### config.mk
export PLATFORM = sky130hd
export DESIGN_NAME = incdec_sequencer
export DESIGN_NICKNAME = d
export VERILOG_FILES = /design/src/rtl/incdec_sequencer.sv
export SDC_FILE = /design/constraint.sdc
export NUM_CORES = 1
export LEC_CHECK = 0
export BUFFER_PORTS_ARGS = -buffer_cell sky130_fd_sc_hd__buf_2
export CAP_MARGIN = 25
export CELL_PAD_IN_SITES_DETAIL_PLACEMENT = 1
export CELL_PAD_IN_SITES_GLOBAL_PLACEMENT = 1
export CORE_MARGIN = 2
export CORE_UTILIZATION = 35
export DETAILED_ROUTE_END_ITERATION = 8
export HOLD_SLACK_MARGIN = 0.02
export PLACE_DENSITY_LB_ADDON = 0.15
export SYNTH_ARGS = -nofsm -noshare
export SYNTH_HDL_FRONTEND = slang
export SYNTH_SLANG_ARGS = --single-unit
### constraint.sdc
create_clock -name clk -period 3.49 [get_ports clk]
set_input_delay 0.349 -clock clk [delete_from_list [all_inputs] [get_ports clk]]
set_output_delay 0.349 -clock clk [all_outputs]
set_load 0.005 [all_outputs]
### src/rtl/incdec_sequencer.sv
// incdec_sequencer: command-side controller for an external load/inc/dec
// counter with one-cycle update latency. A run loads init into the counter,
// then issues single inc/dec steps (at most one per two cycles) until the
// fed-back count reaches limit, or until the next step would wrap.
//
// Handshake: start is a level sampled only in IDLE; done is a one-cycle
// pulse with err/result/step_cnt valid in the same cycle. abort cancels a
// run at the next edge without a done pulse.
module incdec_sequencer #(
    parameter int          width   = 32,
    parameter int unsigned countby = 1
) (
    input  logic             clk,
    input  logic             reset,
    input  logic             start,
    input  logic             abort,
    input  logic             dir,
    input  logic [width-1:0] init,
    input  logic [width-1:0] limit,
    input  logic             stall,
    input  logic [width-1:0] cnt_o0,
    output logic             cnt_enable,
    output logic             cnt_load,
    output logic             cnt_inc,
    output logic             cnt_dec,
    output logic [width-1:0] cnt_i0,
    output logic             busy,
    output logic             done,
    output logic             err,
    output logic [width-1:0] result,
    output logic [width-1:0] step_cnt,
    output logic [2:0]       dbg_state
);

    typedef enum logic [2:0] {
        S_IDLE   = 3'd0,
        S_LOAD   = 3'd1,
        S_SETTLE = 3'd2,
        S_CHECK  = 3'd3,
        S_DONE   = 3'd4
    } state_t;

    // Step size at counter width, and the largest value that can still be
    // incremented without wrapping.
    localparam logic [width-1:0] STEP    = width'(countby);
    localparam logic [width-1:0] UP_WRAP = {width{1'b1}} - STEP;

    state_t           state;
    logic [width-1:0] init_q;
    logic [width-1:0] limit_q;
    logic             dir_q;
    logic             term;
    logic             wrap;
    logic             step;

    // Termination / wrap evaluation on the fed-back count; the step is Mealy
    // so the command lands in the same CHECK cycle it is decided.
    always_comb begin
        term = 1'b0;
        wrap = 1'b0;
        if (dir_q) begin
            term = (cnt_o0 >= limit_q);
            wrap = (cnt_o0 > UP_WRAP);
        end else begin
            term = (cnt_o0 <= limit_q);
            wrap = (cnt_o0 < STEP);
        end
        step = (state == S_CHECK) && !term && !wrap && !stall;
    end

    assign cnt_load   = (state == S_LOAD);
    assign cnt_enable = cnt_load | step;
    assign cnt_inc    = step & dir_q;
    assign cnt_dec    = step & ~dir_q;
    assign cnt_i0     = init_q;
    assign dbg_state  = state;

    // Sequencer FSM with registered busy/done/err/result/step_cnt.
    always_ff @(posedge clk or negedge reset) begin
        if (!reset) begin
            state    <= S_IDLE;
            init_q   <= '0;
            limit_q  <= '0;
            dir_q    <= 1'b0;
            result   <= '0;
            step_cnt <= '0;
            busy     <= 1'b0;
            done     <= 1'b0;
            err      <= 1'b0;
        end else begin
            done <= 1'b0;
            if (abort && state != S_IDLE) begin
                state <= S_IDLE;
                busy  <= 1'b0;
            end else begin
                case (state)
                    S_IDLE: begin
                        if (start) begin
                            init_q   <= init;
                            limit_q  <= limit;
                            dir_q    <= dir;
                            step_cnt <= '0;
                            busy     <= 1'b1;
                            state    <= S_LOAD;
                        end
                    end
                    S_LOAD:   state <= S_SETTLE;
                    S_SETTLE: state <= S_CHECK;
                    S_CHECK: begin
                        if (term || wrap) begin
                            result <= cnt_o0;
                            err    <= !term;
                            done   <= 1'b1;
                            state  <= S_DONE;
                        end else if (!stall) begin
                            if (step_cnt != {width{1'b1}}) begin
                                step_cnt <= step_cnt + 1'b1;
                            end
                            state <= S_SETTLE;
                        end
                    end
                    S_DONE: begin
                        busy  <= 1'b0;
                        state <= S_IDLE;
                    end
                    default: begin
                        busy  <= 1'b0;
                        state <= S_IDLE;
                    end
                endcase
            end
        end
    end

endmodule

==> flow_summary_export.csv, run 1 <==
group,metric,value,unit
status,status,"finished, violations left",
status,violations,"negative hold slack",
clock_tree,numCtsBuffers,17,
timing,timing.fmax,302,MHz
power_and_ir_drop,ir_drop,0.000411,V
timing,setup_viol,0,
synth,synth_fp_nets,839,
worst_setup_path,startpoint_type,"flop",
timing,hold_viol_final,16,
clock_tree,cts_sinks,135,
die,die_y,144,um
worst_setup_path,cp.required,3140,ps
drt,drcViolationCount,0,
global_routing,grt_max_degree,85,
finish,final_core_util,46.1,%
timing,tns,0,ps
timing,fin_ws,182,ps
timing,fin_skew,11.6,ps
die,die_x,144,um
worst_setup_path,reg2reg_slack,520,ps
clock_tree,clkLatencyLatePin,410,ps
synth,yosys_register_bits,135,
synth,synth_cells,704,
finish,drive_above_1_share,29.7,%
finish,nNetsFinal,1051,
timing,whs,-18.7,ps
place,dpl_cell_area,0.00818,sq mm
die,die_area,0.0206,sq mm
timing,finalCritPeriodShare,94.8,%
synth,netlist_area,0.00681,sq mm
place,pre_cts_ws,340,ps
timing,tightest_slew,811,ps
timing,maxSlewHeadroom,45.5,%
timing,period_needed,3310,ps
finish,final_area,0.00888,sq mm
synth,ys_types,57,
die,start_util,35.3,%
clock_tree,postCtsHoldBufs,0,
clock_tree,h-tree-depth,4,
timing,slew_violations,0,
synth,syn_avg_cell_area,9.68,sq um
clock_tree,clkTransAtPathRegs,60,ps
global_routing,grt.total_usage,21.7,%
place,io_buffer_count,207,
drt,routed_wl,21900,um
hold_path,hold_class,"in2async",
die,num_rows,51,
drt,dr_total_vias,6156,
power_and_ir_drop,power.density,752,mW/mm^2
die,io_pins,208,
synth,ys_async_sr_fraction,100,%
global_routing,grt_pass1_vias,6719,
worst_setup_path,cp_max_fo,3,
place,place_inst,1160,
global_routing,grt_remaining_overflow,0,
drt,drt_iter0_drc,247,
synth,synth_edf_count,0,
place,gp_congestion,0.802,
finish,area_growth_syn_to_layout,30.4,%
clock_tree,cts_buffer_depth,2,
drt,drt_first_pass_iters,4,
drt,wl_per_cell,18.2,um
worst_setup_path,reg2reg_to,"step_cnt[30]$_DFFE_PN0P_",
finish,final_cells,1198,
drt,ant_nets,0,
worst_setup_path,reg2reg_from,"step_cnt[0]$_DFFE_PN0P_",
global_routing,grt_first_pass_wirelength,34700,um
synth,ys_warn_count,0,
synth,dominantRegCellSynth,"dfrtp_1",
worst_setup_path,critPathKind,"reg2out",
drt,avgViaCountPerCell,5.14,
run,drv_cap,0,
worst_setup_path,cp-end-kind,"primary output",
finish,fillers,2265,
global_routing,antenna_found_initial,3,
die,core,0.0193,sq mm
clock_tree,cts_tree,"built",
synth,yosysSeqAreaShare,49.6,%
worst_setup_path,rr_worst_depth,10,
worst_setup_path,cp.arrival,2960,ps
clock_tree,cts_root_buffer,"clkbuf_16",
power_and_ir_drop,leakagePower,4.38,nW
place,dp_hpwl,15900,um
power_and_ir_drop,power.total,6.68,mW
## worst max-delay path: stages, from the launching register on
cell and delay [ps]:
dfrtp_1 320, inv_1 50, ha_1 310, nand4_1 200, nor4_4 360, a21boi_2 290
o31a_1 230, o211a_1 270, nand3_1 160, nor3b_1 210, buf_2 150
## synth_stat cells, drive strengths merged, types with 8 or more instances
cell    number  area, sq um
o311ai      19          174
or4         10         75.1
mux2        32          360
nand3       33          165
clkbuf      16         60.1
nand2      176          663
nand4       26          163
nor2        14         52.6
nor4        14          100
ha          33          413
o21ai       42          221
o31ai       13         97.6
dfrtp      135         3380
a21oi       14         70.1
mux2i        8         80.1
buf         16          109
inv         43          161
## layout by cell type (no fill, tap or decap), types with 3 or more instances in the layout
cell,count
nor3_1,6
nor2_1,13
bufinv_16,5
and3_1,5
mux2_2,5
o211ai_1,3
buf_4,15
nor4_1,11
o41ai_1,4
nand2_1,174
nand3_1,33
or3_1,4
clkinv_2,3
o311ai_0,8
o21ai_1,6
dfrtp_1,135
clkbuf_16,17
mux2i_1,8
and4_1,4
buf_2,206
mux2_1,27
a221o_1,3
or4_1,10
o31ai_1,13
buf_12,3
or2_2,4
ha_1,33
a21oi_1,14
diode_2,4
nand4_1,26
o21ai_0,35
o311ai_1,10
inv_1,43
## cell type report
type                    instances  area, sq um  area share [%]
diodes                          4         10.0           0.113
clock buffers                  20          447            5.03
clock inverters                12          199            2.24
inverters                      44          165            1.86
multi-input cells             493         3140            35.3
flip-flops and latches        135         3380            38.0
well taps                     265          332            3.73
repair buffers                225         1210            13.7
## flip-flops by register name, summed over array words and instances (netlist names)
name and cells:
err 1, done 1, busy 1, result 32, cnt_i0 32, dbg_state 3
limit_q 32, step_cnt 32, dir_q 1
## how the worst max path moves through the flow
stage,cells past startpoint,end,start,slack [ps]
floorplan,9,result[10]$_DFFE_PN0P_,cnt_o0[14],830
global placement,10,result[4]$_DFFE_PN0P_,cnt_o0[14],400
detailed placement,10,result[19]$_DFFE_PN0P_,cnt_o0[14],340
CTS,10,cnt_inc,limit_q[15]$_DFFE_PN0P_,30
global route,10,cnt_inc,limit_q[14]$_DFFE_PN0P_,-40
finish,10,cnt_inc,limit_q[11]$_DFFE_PN0P_,180
## layer usage
| metal | up-vias | wire (um) | global-route usage (%) |
|---|---|---|---|
| li1 | 2938 | - | - |
| met1 | 3040 | 9540 | 27.4 |
| met2 | 158 | 10700 | 36.2 |
| met3 | 20 | 1290 | 5.76 |
| met4 | 0 | 310 | 6.76 |
| met5 | - | 0 | 0 |
## cell families (layout without fill, tap and decap cells)
family | count (synthesis) | count (layout) | synth area share (%)
fa+ha+maj | 33 | 33 | 6.06
other cells | 0 | 4 | 0
simple gates | 306 | 306 | 21.2
buf+inv | 76 | 301 | 4.90
flops | 135 | 135 | 49.6
compound gates | 114 | 114 | 11.8
mux | 40 | 40 | 6.47
## power by group
part	internal [mW]	total [mW]	switching, mW
clock network	1.29	1.99	0.699
logic	0.946	2.29	1.35
registers	2.12	2.40	0.277
total	4.36	6.68	2.32
## repair_timing
action | in CTS | in global routing
resized for setup | 0 | 4
endpoints found under the setup margin | 0 | 3
setup buffers | 0 | 2
(Power assumes the default switching activity.)
==> run 2: changes to the inputs <==
--- a/config.mk
+++ b/config.mk
@@ -12,8 +12,10 @@
 export CORE_MARGIN = 2
 export CORE_UTILIZATION = 35
 export DETAILED_ROUTE_END_ITERATION = 8
+export GPL_TIMING_DRIVEN = 0
 export HOLD_SLACK_MARGIN = 0.02
 export PLACE_DENSITY_LB_ADDON = 0.15
+export SETUP_SLACK_MARGIN = 0.4
 export SYNTH_ARGS = -nofsm -noshare
 export SYNTH_HDL_FRONTEND = slang
 export SYNTH_SLANG_ARGS = --single-unit
==> flow_summary_export.csv, run 2 (synthesis results as in run 1) <==
group,metric,value,unit
timing,finalCritPeriodShare,89.0,%
finish,drive_above_1_share,32.4,%
timing,timing.fmax,322,MHz
worst_setup_path,cp_max_fo,3,
clock_tree,cts_root_buffer,"clkbuf_16",
drt,drt_first_pass_iters,7,
die,die_y,144,um
worst_setup_path,crit_slowest_cell,"dfrtp_1",
place,dpl_cell_area,0.00821,sq mm
hold_path,hold_class,"in2reg",
die,die_area,0.0206,sq mm
finish,nNetsFinal,1085,
power_and_ir_drop,p_seq_share,35.3,%
status,status,"complete, no violations",
place,gp_congestion,0.775,
worst_setup_path,reg2reg_slack,520,ps
finish,fillers,2272,
place,io_buffer_count,207,
drt,ant_nets,0,
drt,wl_per_cell,18.0,um
die,die_x,144,um
worst_setup_path,rr_worst_depth,13,
timing,setup_viol,0,
drt,drt_iter0_drc,315,
drt,drcViolationCount,0,
die,core,0.0193,sq mm
worst_setup_path,cp-end-kind,"primary output",
place,place_inst,1177,
timing,slew_violations,0,
global_routing,grt_pass1_vias,6485,
power_and_ir_drop,ir_drop,0.000389,V
worst_setup_path,cp.arrival,2760,ps
finish,final_cell_mix,"buf_2 (214), nand2_1 (174), dfrtp_1 (135)",
power_and_ir_drop,leakagePower,4.49,nW
timing,tightest_slew,594,ps
timing,fin_skew,8.01,ps
worst_setup_path,endpoint,"cnt_inc",
global_routing,grt_max_degree,92,
worst_setup_path,max_stage_delay,340,ps
clock_tree,numCtsBuffers,17,
power_and_ir_drop,internal_power,4.23,mW
worst_setup_path,reg2reg_from,"limit_q[15]$_DFFE_PN0P_",
clock_tree,cts_buffer_depth,2,
timing,period_needed,3110,ps
power_and_ir_drop,power.density,732,mW/mm^2
timing,grt_setup_unrepaired,"yes",
worst_setup_path,critPathKind,"reg2out",
finish,final_common_cell,"buf_2",
worst_setup_path,worstSetupStartpoint,"limit_q[15]$_DFFE_PN0P_",
worst_setup_path,reg2reg_to,"step_cnt[9]$_DFFE_PN0P_",
worst_setup_path,startpoint_type,"flop",
worst_setup_path,cp_cell_sequence,"inv_2 -> ha_4 -> nand4_1 -> buf_4 -> nor4_4 -> a21boi_2 -> o31a_1 -> o211a_1 -> buf_6 -> nand3_4 -> nor3b_2 -> buf_2",
drt,avgViaCountPerCell,5.13,
clock_tree,clkLatencyLatePin,420,ps
drt,dr_total_vias,6307,
power_and_ir_drop,switchingPower,2.45,mW
clock_tree,cts_sinks,135,
finish,final_area,0.00912,sq mm
power_and_ir_drop,swShare,36.7,%
die,start_util,35.3,%
global_routing,grt.total_usage,22.1,%
global_routing,grt_remaining_overflow,0,
finish,area_growth_syn_to_layout,33.9,%
clock_tree,h-tree-depth,4,
global_routing,antenna_found_initial,4,
worst_setup_path,cp.required,3140,ps
run,drv_cap,0,
place,dp_hpwl,16200,um
power_and_ir_drop,p_clk_share,26.9,%
die,io_pins,208,
die,num_rows,51,
global_routing,grt_first_pass_wirelength,35300,um
power_and_ir_drop,combPwrFrac,37.7,%
finish,final_cells,1230,
drt,routed_wl,22200,um
clock_tree,cts_tree,"built",
timing,maxSlewHeadroom,60.0,%
timing,hold_viol_final,0,
clock_tree,clkTransAtPathRegs,60,ps
-- run 2: changes by cell type in the layout (fill, tap and decap cells not counted), sizes merged, moves of 2 or more --
| cell | change |
|---|---|
| buf | +16 |
| bufinv | -3 |
| clkbuf | +15 |
| clkinvlp | +2 |
| diode | -2 |
| inv | +3 |
-- run 2: worst min-delay path by stage --
stage | start | to | cells past startpoint | slack, ps
after CTS | init[13] | cnt_i0[13]$_DFFE_PN0P_ | 3 | 100
after global routing | init[9] | cnt_i0[9]$_DFFE_PN0P_ | 3 | 120
after global placement | cnt_i0[5]$_DFFE_PN0P_ | cnt_i0[5]$_DFFE_PN0P_ | 2 | 450
after detailed placement | reset | limit_q[26]$_DFFE_PN0P_ | 1 | 320
after floorplan | reset | busy$_DFFE_PN0P_ | 0 | 50
final | init[10] | cnt_i0[10]$_DFFE_PN0P_ | 3 | 110
-- run 2: power by group through the flow --
stage	clock network, mW	logic, mW	registers [mW]
floorplan	0	1.26	2.40
global placement	0	2.26	2.36
detailed placement	0	2.33	2.39
CTS	1.84	2.43	2.37
global route	1.90	2.85	2.44
finish	1.80	2.52	2.36
-- run 2: layout make-up --
cell class / count / area, sq um / area share, %
Tap cell: 265 / 332 / 3.64
Timing Repair Buffer: 227 / 1210 / 13.3
Inverter: 44 / 165 / 1.81
Buffer: 32 / 179 / 1.96
Clock buffer: 18 / 429 / 4.71
Antenna cell: 2 / 5.00 / 0.0549
Multi-Input combinational cell: 493 / 3270 / 35.8
Sequential cell: 135 / 3380 / 37.0
Clock inverter: 14 / 150 / 1.65
-- run 2: worst max-delay path, delay by kind of cell (launching register included) --
kind | cells | cell delay, ps
AO/OA/AOI/OAI | 3 | 600
adder cells (fa/ha/maj) | 1 | 260
buffers and inverters | 4 | 470
flip-flops | 1 | 340
AND/OR/NAND/NOR | 4 | 660
-- run 2: metrics by stage --
step	total power, mW	util, %	setup slack, ps	hold WS [ps]	setup TNS [ps]
2_1_floorplan	3.66	-	827	53.4	0
3_3_place_gp	4.62	42.4	-42.4	453	-4580
3_5_place_dp	4.72	42.6	185	320	0
4_1_cts	6.64	46.4	392	101	0
5_1_grt	7.19	47.3	201	116	0
6_report	6.68	47.3	384	114	0
-- run 2: what timing repair did --
action | 4_1_cts | 5_1_grt
endpoints found under the hold margin | 44 | 0
pin swaps | 11 | 14
endpoints found under the setup margin | 64 | 101
cloned | 0 | 0
buffers inserted | 4 | 14
resized for setup | 18 | 15
hold buffers | 1 | 0
-- run 2: metal layers --
metal  global-route usage (%)  share of wire, %  vias to the layer above
met5                        0              0.11                        -
met2                     34.7                46                      175
met4                     5.62               1.0                        4
met1                     30.3                47                     3101
li1                         -                 -                     3003
met3                     5.86               6.1                       24
==> run 3: changes to the inputs <==
--- a/config.mk
+++ b/config.mk
@@ -10,12 +10,11 @@
 export CELL_PAD_IN_SITES_DETAIL_PLACEMENT = 1
 export CELL_PAD_IN_SITES_GLOBAL_PLACEMENT = 1
 export CORE_MARGIN = 2
-export CORE_UTILIZATION = 35
+export CORE_UTILIZATION = 39
 export DETAILED_ROUTE_END_ITERATION = 8
-export GPL_TIMING_DRIVEN = 0
 export HOLD_SLACK_MARGIN = 0.02
 export PLACE_DENSITY_LB_ADDON = 0.15
-export SETUP_SLACK_MARGIN = 0.4
+export SETUP_SLACK_MARGIN = 0.2
 export SYNTH_ARGS = -nofsm -noshare
 export SYNTH_HDL_FRONTEND = slang
 export SYNTH_SLANG_ARGS = --single-unit
==> flow_summary_export.csv, run 3 (synthesis results as in run 1) <==
group,metric,value,unit
global_routing,grt_first_pass_wirelength,34700,um
drt,ant_nets,0,
worst_setup_path,reg2reg_to,"step_cnt[15]$_DFFE_PN0P_",
drt,dr_wl_met3,1400,um
timing,tns,0,ps
finish,drive_above_1_share,30.2,%
drt,avgViaCountPerCell,5.41,
place,gp_congestion,0.842,
timing,slew_violations,0,
global_routing,grt_max_degree,88,
drt,wl_per_cell,18.8,um
timing,finalCritPeriodShare,90.7,%
die,die_area,0.0185,sq mm
timing,timing.fmax,316,MHz
clock_tree,cts_sinks,135,
die,start_util,39.7,%
die,num_rows,48,
worst_setup_path,cp.arrival,2810,ps
power_and_ir_drop,ir_drop,0.000323,V
finish,nNetsFinal,1051,
drt,drt_iter0_drc,395,
drt,highest_layer,"met4",
worst_setup_path,reg2reg_from,"step_cnt[0]$_DFFE_PN0P_",
worst_setup_path,cp_max_fo,3,
drt,dr_total_vias,6246,
timing,whs,-47.3,ps
clock_tree,clkTransAtPathRegs,60,ps
timing,tightest_slew,875,ps
global_routing,grt_pass1_vias,6524,
die,die_x,136,um
timing,setup_viol,0,
finish,final_cell_mix,"buf_2 (206), nand2_1 (174), dfrtp_1 (135)",
finish,final_area,0.00881,sq mm
drt,wl_met2,10400,um
finish,final_common_cell,"buf_2",
status,status,"finished, violations left",
clock_tree,h-tree-depth,4,
worst_setup_path,startpoint_type,"flop",
timing,grt_setup_unrepaired,"no",
timing,fin_skew,9.70,ps
clock_tree,cts_tree,"built",
worst_setup_path,cp-end-kind,"primary output",
global_routing,grt.total_usage,24.0,%
drt,drt_first_pass_iters,4,
timing,period_needed,3160,ps
die,core,0.0172,sq mm
place,io_buffer_count,207,
clock_tree,cts_buffer_depth,2,
power_and_ir_drop,power.density,744,mW/mm^2
clock_tree,cts_root_buffer,"clkbuf_16",
worst_setup_path,reg2reg_slack,460,ps
timing,hold_viol_final,13,
drt,routed_wl,21700,um
worst_setup_path,cp.required,3140,ps
timing,maxSlewHeadroom,41.7,%
worst_setup_path,rr_worst_depth,9,
clock_tree,numCtsBuffers,17,
power_and_ir_drop,leakagePower,4.34,nW
status,violations,"negative hold slack",
drt,drcViolationCount,0,
global_routing,antenna_found_initial,0,
finish,area_growth_syn_to_layout,29.4,%
power_and_ir_drop,power.total,6.56,mW
die,die_y,136,um
drt,met1Wirelength,9500,um
die,io_pins,208,
clock_tree,clkLatencyLatePin,420,ps
run,drv_cap,0,
clock_tree,postCtsHoldBufs,0,
finish,antennaDiodeCount,0,
worst_setup_path,critPathKind,"reg2out",
hold_path,hold_class,"in2async",
place,dpl_cell_area,0.00812,sq mm
place,dp_hpwl,15700,um
global_routing,grt_remaining_overflow,0,
-- run 3: cell types whose count changed in the layout (fill, tap and decap cells not counted), sizes merged --
cell,change
clkbuf,-17
buf,-16
clkinv,-3
clkinvlp,+3
diode,-2
bufinv,+1
dlygate4sd3,-1
inv,-1
-- run 3: report_power, final --
group          internal (mW)  switching, mW  total, mW
Sequential              2.12          0.273       2.39
Clock                   1.13          0.744       1.87
Combinational          0.937           1.35       2.29
Total                   4.19           2.37       6.56
-- run 3: layout make-up --
| cell class | count | area [sq um] |
|---|---|---|
| clock buffer | 18 | 429 |
| clock inverter | 14 | 175 |
| fill | 2031 | 8370 |
| inverter | 44 | 165 |
| multi-input combinational | 493 | 3170 |
| sequential | 135 | 3380 |
| tap | 225 | 282 |
| timing repair buffer | 225 | 1210 |
-- run 3: what timing repair did --
item | 4_1_cts | 5_1_grt
buffers inserted | 1 | 3
setup endpoints to repair | 3 | 3
pin swaps | 2 | 5
gates cloned | 0 | 0
resized for setup | 4 | 5
-- run 3: worst max-delay path: stages, from the launching register on --
cell,delay (ps)
dfrtp_1,370
inv_1,80
ha_1,250
nand4_1,190
buf_4,150
nor2_1,40
a221o_1,360
o311ai_4,290
o211a_1,240
nand3_2,120
nor3b_2,190
buf_2,140
-- run 3: how the worst max path moves through the flow --
stage                                       start                     end  depth (start not counted)
after floorplan                        cnt_o0[14]  result[10]$_DFFE_PN0P_                          9
after global placement                 cnt_o0[13]                 cnt_inc                         10
after detailed placement               cnt_o0[11]                 cnt_inc                         10
after CTS                 limit_q[11]$_DFFE_PN0P_                 cnt_inc                         10
after global routing      limit_q[11]$_DFFE_PN0P_                 cnt_inc                         10
final                     limit_q[10]$_DFFE_PN0P_                 cnt_inc                         11
-- run 3: per-layer routing --
| metal | up-vias | GRT usage [%] |
|---|---|---|
| met1 | 3088 | 32.4 |
| li1 | 2933 | - |
| met3 | 32 | 5.41 |
| met4 | 0 | 8.22 |
| met2 | 193 | 38.3 |
| met5 | - | 0 |
-- run 3: per-stage QoR --
stage                     worst slack (ps)  utilization (%)  hold WS, ps  std cells
final                                  326             51.3        -47.3       1154
after global routing                   202             51.3         51.3       1154
after CTS                              205             51.0         35.4       1151
after detailed placement               382             47.3          458       1118
after global placement                 463             47.3          453       1118
after floorplan                        827                -         53.4        704
